==> src/rtl/sargantana_icache_refill_if.sv <==
// Refill-side bus bundle: L2/NoC response beats in, per-way set RAM write out.
// Latency: none (wires only).
// Backpressure: beat_ready_o qualifies beat_valid_i; RAM side has no backpressure.
interface sargantana_icache_refill_if #(
    parameter int LINE_WIDTH = 256,
    parameter int BEAT_WIDTH = 64,
    parameter int ADDR_WIDTH = 6,
    parameter int N_WAYS     = 4
);
    logic                  beat_valid_i;
    logic                  beat_ready_o;
    logic [BEAT_WIDTH-1:0] beat_data_i;
    logic                  beat_err_i;
    logic [N_WAYS-1:0]     ram_req_o;
    logic                  ram_we_o;
    logic [ADDR_WIDTH-1:0] ram_addr_o;
    logic [LINE_WIDTH-1:0] ram_data_o;

    modport slave (
        input  beat_valid_i, beat_data_i, beat_err_i,
        output beat_ready_o, ram_req_o, ram_we_o, ram_addr_o, ram_data_o
    );

    modport master (
        output beat_valid_i, beat_data_i, beat_err_i,
        input  beat_ready_o, ram_req_o, ram_we_o, ram_addr_o, ram_data_o
    );
endinterface

==> src/rtl/sargantana_icache_refill.sv <==
// I-cache refill assembler: gathers N_BEATS response beats into one line, writes it to the victim way.
// Latency: miss accept to RAM write = N_BEATS handshakes + 1 cycle (5 cycles minimum at defaults).
// Backpressure: beats accepted only in FILL/DRAIN; the RAM write is a single unstalled cycle.
module sargantana_icache_refill #(
    parameter int LINE_WIDTH = 256,
    parameter int BEAT_WIDTH = 64,
    parameter int ADDR_WIDTH = 6,
    parameter int N_WAYS     = 4,
    localparam int WAY_W     = (N_WAYS > 1) ? $clog2(N_WAYS) : 1
) (
    input  logic                  clk_i,
    input  logic                  rstn_i,
    input  logic                  miss_i,
    input  logic [ADDR_WIDTH-1:0] miss_idx_i,
    input  logic [WAY_W-1:0]      miss_way_i,
    input  logic                  flush_i,
    sargantana_icache_refill_if.slave bus,
    output logic                  busy_o,
    output logic                  done_o,
    output logic                  err_o
);
    localparam int N_BEATS = LINE_WIDTH / BEAT_WIDTH;
    localparam int CNT_W   = $clog2(N_BEATS) + 1;

    typedef enum logic [1:0] {IDLE, FILL, WRITE, DRAIN} state_e;

    state_e                state_q, state_d;
    logic [CNT_W-1:0]      cnt_q, cnt_d;
    logic                  err_flag_q, err_flag_d;
    logic                  err_q, err_d;
    logic [ADDR_WIDTH-1:0] idx_q, idx_d;
    logic [WAY_W-1:0]      way_q, way_d;
    logic [LINE_WIDTH-1:0] line_q, line_d;
    logic                  hs;
    logic                  last;

    assign hs   = bus.beat_valid_i & bus.beat_ready_o;
    assign last = hs && (cnt_q == CNT_W'(N_BEATS - 1));

    always_ff @(posedge clk_i or negedge rstn_i) begin
        if (!rstn_i) begin
            state_q    <= IDLE;
            cnt_q      <= '0;
            err_flag_q <= 1'b0;
            err_q      <= 1'b0;
            idx_q      <= '0;
            way_q      <= '0;
            line_q     <= '0;
        end else begin
            state_q    <= state_d;
            cnt_q      <= cnt_d;
            err_flag_q <= err_flag_d;
            err_q      <= err_d;
            idx_q      <= idx_d;
            way_q      <= way_d;
            line_q     <= line_d;
        end
    end

    always_comb begin
        state_d    = state_q;
        cnt_d      = cnt_q;
        err_flag_d = err_flag_q;
        err_d      = 1'b0;
        idx_d      = idx_q;
        way_d      = way_q;
        line_d     = line_q;
        case (state_q)
            IDLE: begin
                if (miss_i && !flush_i) begin
                    state_d    = FILL;
                    idx_d      = miss_idx_i;
                    way_d      = miss_way_i;
                    cnt_d      = '0;
                    err_flag_d = 1'b0;
                end
            end
            FILL: begin
                if (hs) begin
                    cnt_d      = cnt_q + CNT_W'(1);
                    err_flag_d = err_flag_q | bus.beat_err_i;
                    for (int b = 0; b < N_BEATS; b++) begin
                        if (cnt_q == CNT_W'(b)) begin
                            line_d[b*BEAT_WIDTH +: BEAT_WIDTH] = bus.beat_data_i;
                        end
                    end
                end
                // A flush that lands on the final beat has nothing left to drain.
                if (flush_i) begin
                    state_d = last ? IDLE : DRAIN;
                end else if (last) begin
                    if (err_flag_q || bus.beat_err_i) begin
                        err_d   = 1'b1;
                        state_d = IDLE;
                    end else begin
                        state_d = WRITE;
                    end
                end
            end
            DRAIN: begin
                if (hs) begin
                    cnt_d = cnt_q + CNT_W'(1);
                end
                if (last) begin
                    state_d = IDLE;
                end
            end
            WRITE: begin
                state_d = IDLE;
            end
            default: begin
                state_d = IDLE;
            end
        endcase
    end

    always_comb begin
        bus.beat_ready_o = (state_q == FILL) || (state_q == DRAIN);
        bus.ram_req_o    = '0;
        bus.ram_we_o     = 1'b0;
        done_o           = 1'b0;
        if (state_q == WRITE && !flush_i) begin
            for (int w = 0; w < N_WAYS; w++) begin
                bus.ram_req_o[w] = (way_q == WAY_W'(w));
            end
            bus.ram_we_o = 1'b1;
            done_o       = 1'b1;
        end
    end

    assign bus.ram_addr_o = idx_q;
    assign bus.ram_data_o = line_q;
    assign busy_o         = (state_q != IDLE);
    assign err_o          = err_q;
endmodule

==> src/flat_wrapper.sv <==
// flat-port wrapper written by rule: the top's interface ports become plain ports
module sargantana_icache_refill_flat 
#(
    parameter int LINE_WIDTH = 256,
    parameter int BEAT_WIDTH = 64,
    parameter int ADDR_WIDTH = 6,
    parameter int N_WAYS     = 4,
    localparam int WAY_W     = (N_WAYS > 1) ? $clog2(N_WAYS) : 1
)
  (clk_i, rstn_i, miss_i, miss_idx_i, miss_way_i, flush_i, busy_o, done_o, err_o, bus_beat_valid_i, bus_beat_data_i, bus_beat_err_i, bus_beat_ready_o, bus_ram_req_o, bus_ram_we_o, bus_ram_addr_o, bus_ram_data_o);
  sargantana_icache_refill_if #(.LINE_WIDTH(LINE_WIDTH), .BEAT_WIDTH(BEAT_WIDTH), .ADDR_WIDTH(ADDR_WIDTH), .N_WAYS(N_WAYS)) bus_i ();
  input  logic clk_i;
  input  logic rstn_i;
  input  logic miss_i;
  input  logic [ADDR_WIDTH-1:0] miss_idx_i;
  input  logic [WAY_W-1:0] miss_way_i;
  input  logic flush_i;
  output logic busy_o;
  output logic done_o;
  output logic err_o;
  input wire logic [$bits(bus_i.beat_valid_i)-1:0] bus_beat_valid_i;
  input wire logic [$bits(bus_i.beat_data_i)-1:0] bus_beat_data_i;
  input wire logic [$bits(bus_i.beat_err_i)-1:0] bus_beat_err_i;
  output wire logic [$bits(bus_i.beat_ready_o)-1:0] bus_beat_ready_o;
  output wire logic [$bits(bus_i.ram_req_o)-1:0] bus_ram_req_o;
  output wire logic [$bits(bus_i.ram_we_o)-1:0] bus_ram_we_o;
  output wire logic [$bits(bus_i.ram_addr_o)-1:0] bus_ram_addr_o;
  output wire logic [$bits(bus_i.ram_data_o)-1:0] bus_ram_data_o;
  assign bus_i.beat_valid_i = bus_beat_valid_i;
  assign bus_i.beat_data_i = bus_beat_data_i;
  assign bus_i.beat_err_i = bus_beat_err_i;
  assign bus_beat_ready_o = bus_i.beat_ready_o;
  assign bus_ram_req_o = bus_i.ram_req_o;
  assign bus_ram_we_o = bus_i.ram_we_o;
  assign bus_ram_addr_o = bus_i.ram_addr_o;
  assign bus_ram_data_o = bus_i.ram_data_o;
  sargantana_icache_refill #(.LINE_WIDTH(LINE_WIDTH), .BEAT_WIDTH(BEAT_WIDTH), .ADDR_WIDTH(ADDR_WIDTH), .N_WAYS(N_WAYS)) u_core (.clk_i(clk_i), .rstn_i(rstn_i), .miss_i(miss_i), .miss_idx_i(miss_idx_i), .miss_way_i(miss_way_i), .flush_i(flush_i), .bus(bus_i), .busy_o(busy_o), .done_o(done_o), .err_o(err_o));
endmodule
==> config.mk <==
export PLATFORM = sky130hd
export DESIGN_NAME = sargantana_icache_refill_flat
export DESIGN_NICKNAME = d
export VERILOG_FILES = /design/src/rtl/sargantana_icache_refill_if.sv /design/src/rtl/sargantana_icache_refill.sv /design/src/flat_wrapper.sv
export SDC_FILE = /design/constraint.sdc
export NUM_CORES = 1
export LEC_CHECK = 0
export BUFFER_PORTS_ARGS = -buffer_cell sky130_fd_sc_hd__buf_2
export CAP_MARGIN = 20
export CORE_MARGIN = 4
export CORE_UTILIZATION = 54
export DETAILED_ROUTE_END_ITERATION = 7
export PLACE_DENSITY = 0.85
export SLEW_MARGIN = 20
export SYNTH_ARGS = -nofsm -noshare
export SYNTH_HDL_FRONTEND = slang
export SYNTH_SLANG_ARGS = --single-unit
export TNS_END_PERCENT = 20
==> constraint.sdc <==
create_clock -name clk_i -period 4.7 [get_ports clk_i]
set_clock_uncertainty 0.15 [all_clocks]
set_input_delay 1.41 -clock clk_i [delete_from_list [all_inputs] [get_ports clk_i]]
set_output_delay 1.41 -clock clk_i [all_outputs]
set_load 0.05 [all_outputs]
Word-level counts from Yosys, hierarchy flattened:

Cells that the tools add are included.

* logic and storage cells: 67
* output and inout bits: 271
* register bits: 271
* bits of input ports: 78

* bitwise logic cells: 2
* add/sub/neg operators: 1
* reduce and logical (&&, ||, !) cells: 21
* multiplexer cells: 19
* equality and inequality tests: 14

Operator list (count)
* AND reduction 3 bit: 7
* two-way mux 2 bit: 6
* == test 2 bit (second input constant): 4
* inequality test 2 x 1 -> 1 bit (second input constant): 4
* one-hot mux 2 bit (4 select lines): 1
* two-way mux 1 bit: 7
* == test 3 x 2 -> 1 bit (second input constant): 2
* two-way mux 3 bit: 2
* one-hot mux 3 bit (2 select lines): 1
* nonzero test 2 bit: 3
* == test 2 x 1 -> 1 bit (second input constant): 2
* zero test 2 bit: 2
* two-way mux 4 bit: 1
* adder 3 x 1 -> 3 bit (second input constant): 1
* == test 3 x 1 -> 1 bit (second input constant): 1
* logical AND 1 bit: 3
* zero test 3 bit: 1
* inequality test 3 x 2 -> 1 bit (second input constant): 1
* logical OR 1 bit: 2
* one-hot mux 1 bit (2 select lines): 1
* AND reduction 2 bit: 1
* OR reduction 2 bit: 1
* AND 1 bit: 1
* zero test 1 bit: 1
* OR 1 bit: 1

Depth between registers and ports, before layout:

* word-level depth: 7
* depth in mapped cells: 6
* depth with buffers taken out: 5

Least setup slack after synthesis:

Ideal clock, no wire load.

* path kind: input -> output
* start: input flush_i
* end: output bus_ram_req_o[0]
* setup slack: -0.889 ns
* data arrival time: 4.029 ns
* data required time: 3.140 ns
* stages on the path: 2
* path through: nor3b_1 -> nor3b_1

* longest elaborated chain between the ends: 3

Ends and longest elaborated chain
* start: declaration: line flat_wrapper.sv:17 `input logic flush_i;`
* zero test 1 bit: line sargantana_icache_refill.sv:122 `if (state_q == WRITE && !flush_i) begin`
* logical AND 1 bit: line sargantana_icache_refill.sv:122
* two-way mux 4 bit: line sargantana_icache_refill.sv:122
* end: declaration: line flat_wrapper.sv:25 `output wire logic [$bits(bus_i.ram_req_o)-1:0] bus_ram_req_o;`

Every way passes these cells.

Worst setup path in the final report:

Same ends and word-level chain as after synthesis.

==> flow_summary.json <==
{
  "synth_top_family_by_area": "multiplexers",
  "synthSimpleGateAreaFrac": 0.01542,
  "drc": 0,
  "period_share": 0.8269,
  "slew_headroom": 0.4894,
  "antenna_found_initial": 0,
  "layout.cells.non_filler": 1218,
  "wl_per_cell_um": 19.64,
  "cts_resized": 0,
  "grt_util_met1": 0.2657,
  "cp-end-kind": "output pin",
  "status": "complete, no violations",
  "vias": 6404,
  "grt_max_degree": 94,
  "startpoint": "flush_i",
  "die_h_um": 146.2,
  "synth-xor-area-share": 0,
  "cts_root_buf": "clkbuf_16",
  "fmax_mhz": 257.3,
  "ys_ff_latch": 271,
  "drt-initial-drc-count": 167,
  "synth.most_common_cell": "dfrtp_1",
  "viasPerCell": 5.258,
  "dr.pass1.iters": 4,
  "die_area_um2": 21360,
  "synth_common_cells": "dfrtp_1, mux2_2, buf_6, buf_4",
  "yosysSeqAreaShare": 0.6579,
  "grt-ovfl-total": 0,
  "final_max_slew_viol_count": 0,
  "synth_nets": 686,
  "tightest_slew_ps": 762.7,
  "synthMuxAreaShare": 0.2884,
  "yosys_warnings": 0,
  "drive_above_1_share": 0.6900,
  "rows": 50,
  "synth-main-ff-cell": "dfrtp_1",
  "worst-path-max-fanout": 6,
  "cp.required_ps": 3140,
  "synth_edf_count": 0,
  "post_cts_buffers": 0,
  "cp-start-kind": "primary input",
  "cts_num_sinks": 271,
  "track_usage": 0.2216,
  "synthCells": 603,
  "timing.final.crit_period_ps": 3886,
  "clk_pin_slew_ps": 60,
  "wl_um": 23920,
  "worstPathArrival_ps": 2330,
  "clk_latency_ps": 510,
  "crit-reg2reg-launch": "u_core.cnt_q[0]",
  "area_growth_pct": 27.43,
  "max_cap_viol_count": 0,
  "yosysTopAreaCell": "dfrtp_1",
  "synth.distinct_cells": 27,
  "dp_hpwl_um": 16570,
  "grt_use_met2": 0.3864,
  "grt_pass1_vias": 7033,
  "gp_congestion": 0.8064,
  "grt_util_met3": 0.05121,
  "die_w_um": 146.2,
  "rsz0062_at_grt": "no",
  "syn-cell-area_um2": 10310,
  "grt_first_pass_wirelength_um": 38690,
  "core-area_um2": 18770,
  "dp.cells": 1169,
  "numPortBuffers": 348,
  "ios": 349,
  "synthAdderAreaFrac": 0.006069,
  "synthTopCellsByArea": "dfrtp_1, mux2_2, buf_6",
  "syn_avg_cell_area_um2": 17.09,
  "antenna_cells": 0,
  "nets": 1047,
  "cts_made_buffers": 27,
  "postCtsHoldBufs": 0,
  "start_util": 0.5492,
  "hold_viol_final": 0,
  "cts_tree": "yes",
  "yosys.area.top_type_share": 0.6579,
  "hp-class": "flop to flop",
  "cts_buffer_depth": 3,
  "hold_start": "u_core.bus.ram_data_o[112]",
  "totalNegativeSetupSlack_ps": 0,
  "setup_viol": 0,
  "h-tree-depth": 1,
  "async_reset_ff_frac": 1.000,
  "synth_compound_area_frac": 0.004370,
  "ant_nets": 0,
  "top_usage_layer": "met2",
  "worstSetupPathType": "primary input to output pin"
}
-- path summary, 6_finish.rpt --
| kind | to | slack [ps] | cells after the start |
|---|---|---|---|
| min in group asynchronous | u_core.bus.ram_addr_o[4] | 750 | 1 |
| max in group asynchronous | u_core.bus.ram_data_o[181] | 2780 | 2 |
| worst max-delay path | bus_ram_req_o[0] | 810 | 4 |
| worst max register to register | u_core.bus.ram_data_o[228] | 2550 | 5 |
| worst min register to register | u_core.bus.ram_data_o[112] | 350 | 1 |
| worst min-delay path | u_core.bus.ram_data_o[112] | 350 | 1 |
-- through the flow --
step / setup WS [ps] / util / hold slack [ps] / instance area, µm²
2_1_floorplan: 161.9 / - / 317.1 / 10320
3_3_place_gp: 869.5 / 0.6507 / 331.6 / 12210
3_5_place_dp: 834.0 / 0.6507 / 337.1 / 12210
4_1_cts: 818.2 / 0.6999 / 350.6 / 13140
5_1_grt: 727.9 / 0.6999 / 358.3 / 13140
6_report: 813.8 / 0.6999 / 347.2 / 13140
-- sequential cells by signal (all words and copies together) (netlist names) --
name,cells
u_core.err_flag_q,1
u_core.err_o,1
u_core.way_q,2
u_core.bus.ram_addr_o,6
u_core.bus.ram_data_o,256
u_core.cnt_q,3
u_core.state_q,2
-- final cells by class --
cell class	count	area [µm²]
Clock inverter	8	93.84
Sequential cell	271	6782
Clock buffer	41	828.3
Inverter	4	15.01
Multi-Input combinational cell	299	3249
Timing Repair Buffer	361	1874
Fill cell	1247	5633
Tap cell	234	292.8
-- layer usage --
layer  part of all wire  routed length (µm)
met4              0.047                1133
met5                  0                   0
met1               0.38                9103
met2               0.51               12180
met3              0.063                1511
-- worst max-delay path: stages --
cell and delay (ps):
buf_2 140, nor3b_2 290, nor3b_2 210, buf_2 280
-- layout by cell type, fill, tap and decap left out, drive strengths merged --
cell    instances
clkinv          6
ha              5
nor3b           2
dfrtp         271
buf           361
inv             4
bufinv          2
o22ai           1
nand2           8
a41oi           1
a21boi          1
nor4b           1
nand4           1
nand3b          1
or2             1
o21ai           3
nor3            1
and3            1
and3b           1
nand3           1
or4b            1
and4bb          1
a21o            1
nor2            3
mux2          264
clkbuf         41
-- logic make-up (layout without fill, tap and decap cells) --
logic type	Yosys count	count (layout)
simple gates	23	23
buf+inv	33	414
compound gates	7	7
mux	264	264
fa+ha+maj	5	5
flops	271	271
Power is not shown: default switching activity piles up to over one toggle a cycle in this logic, so the estimate is an artifact.
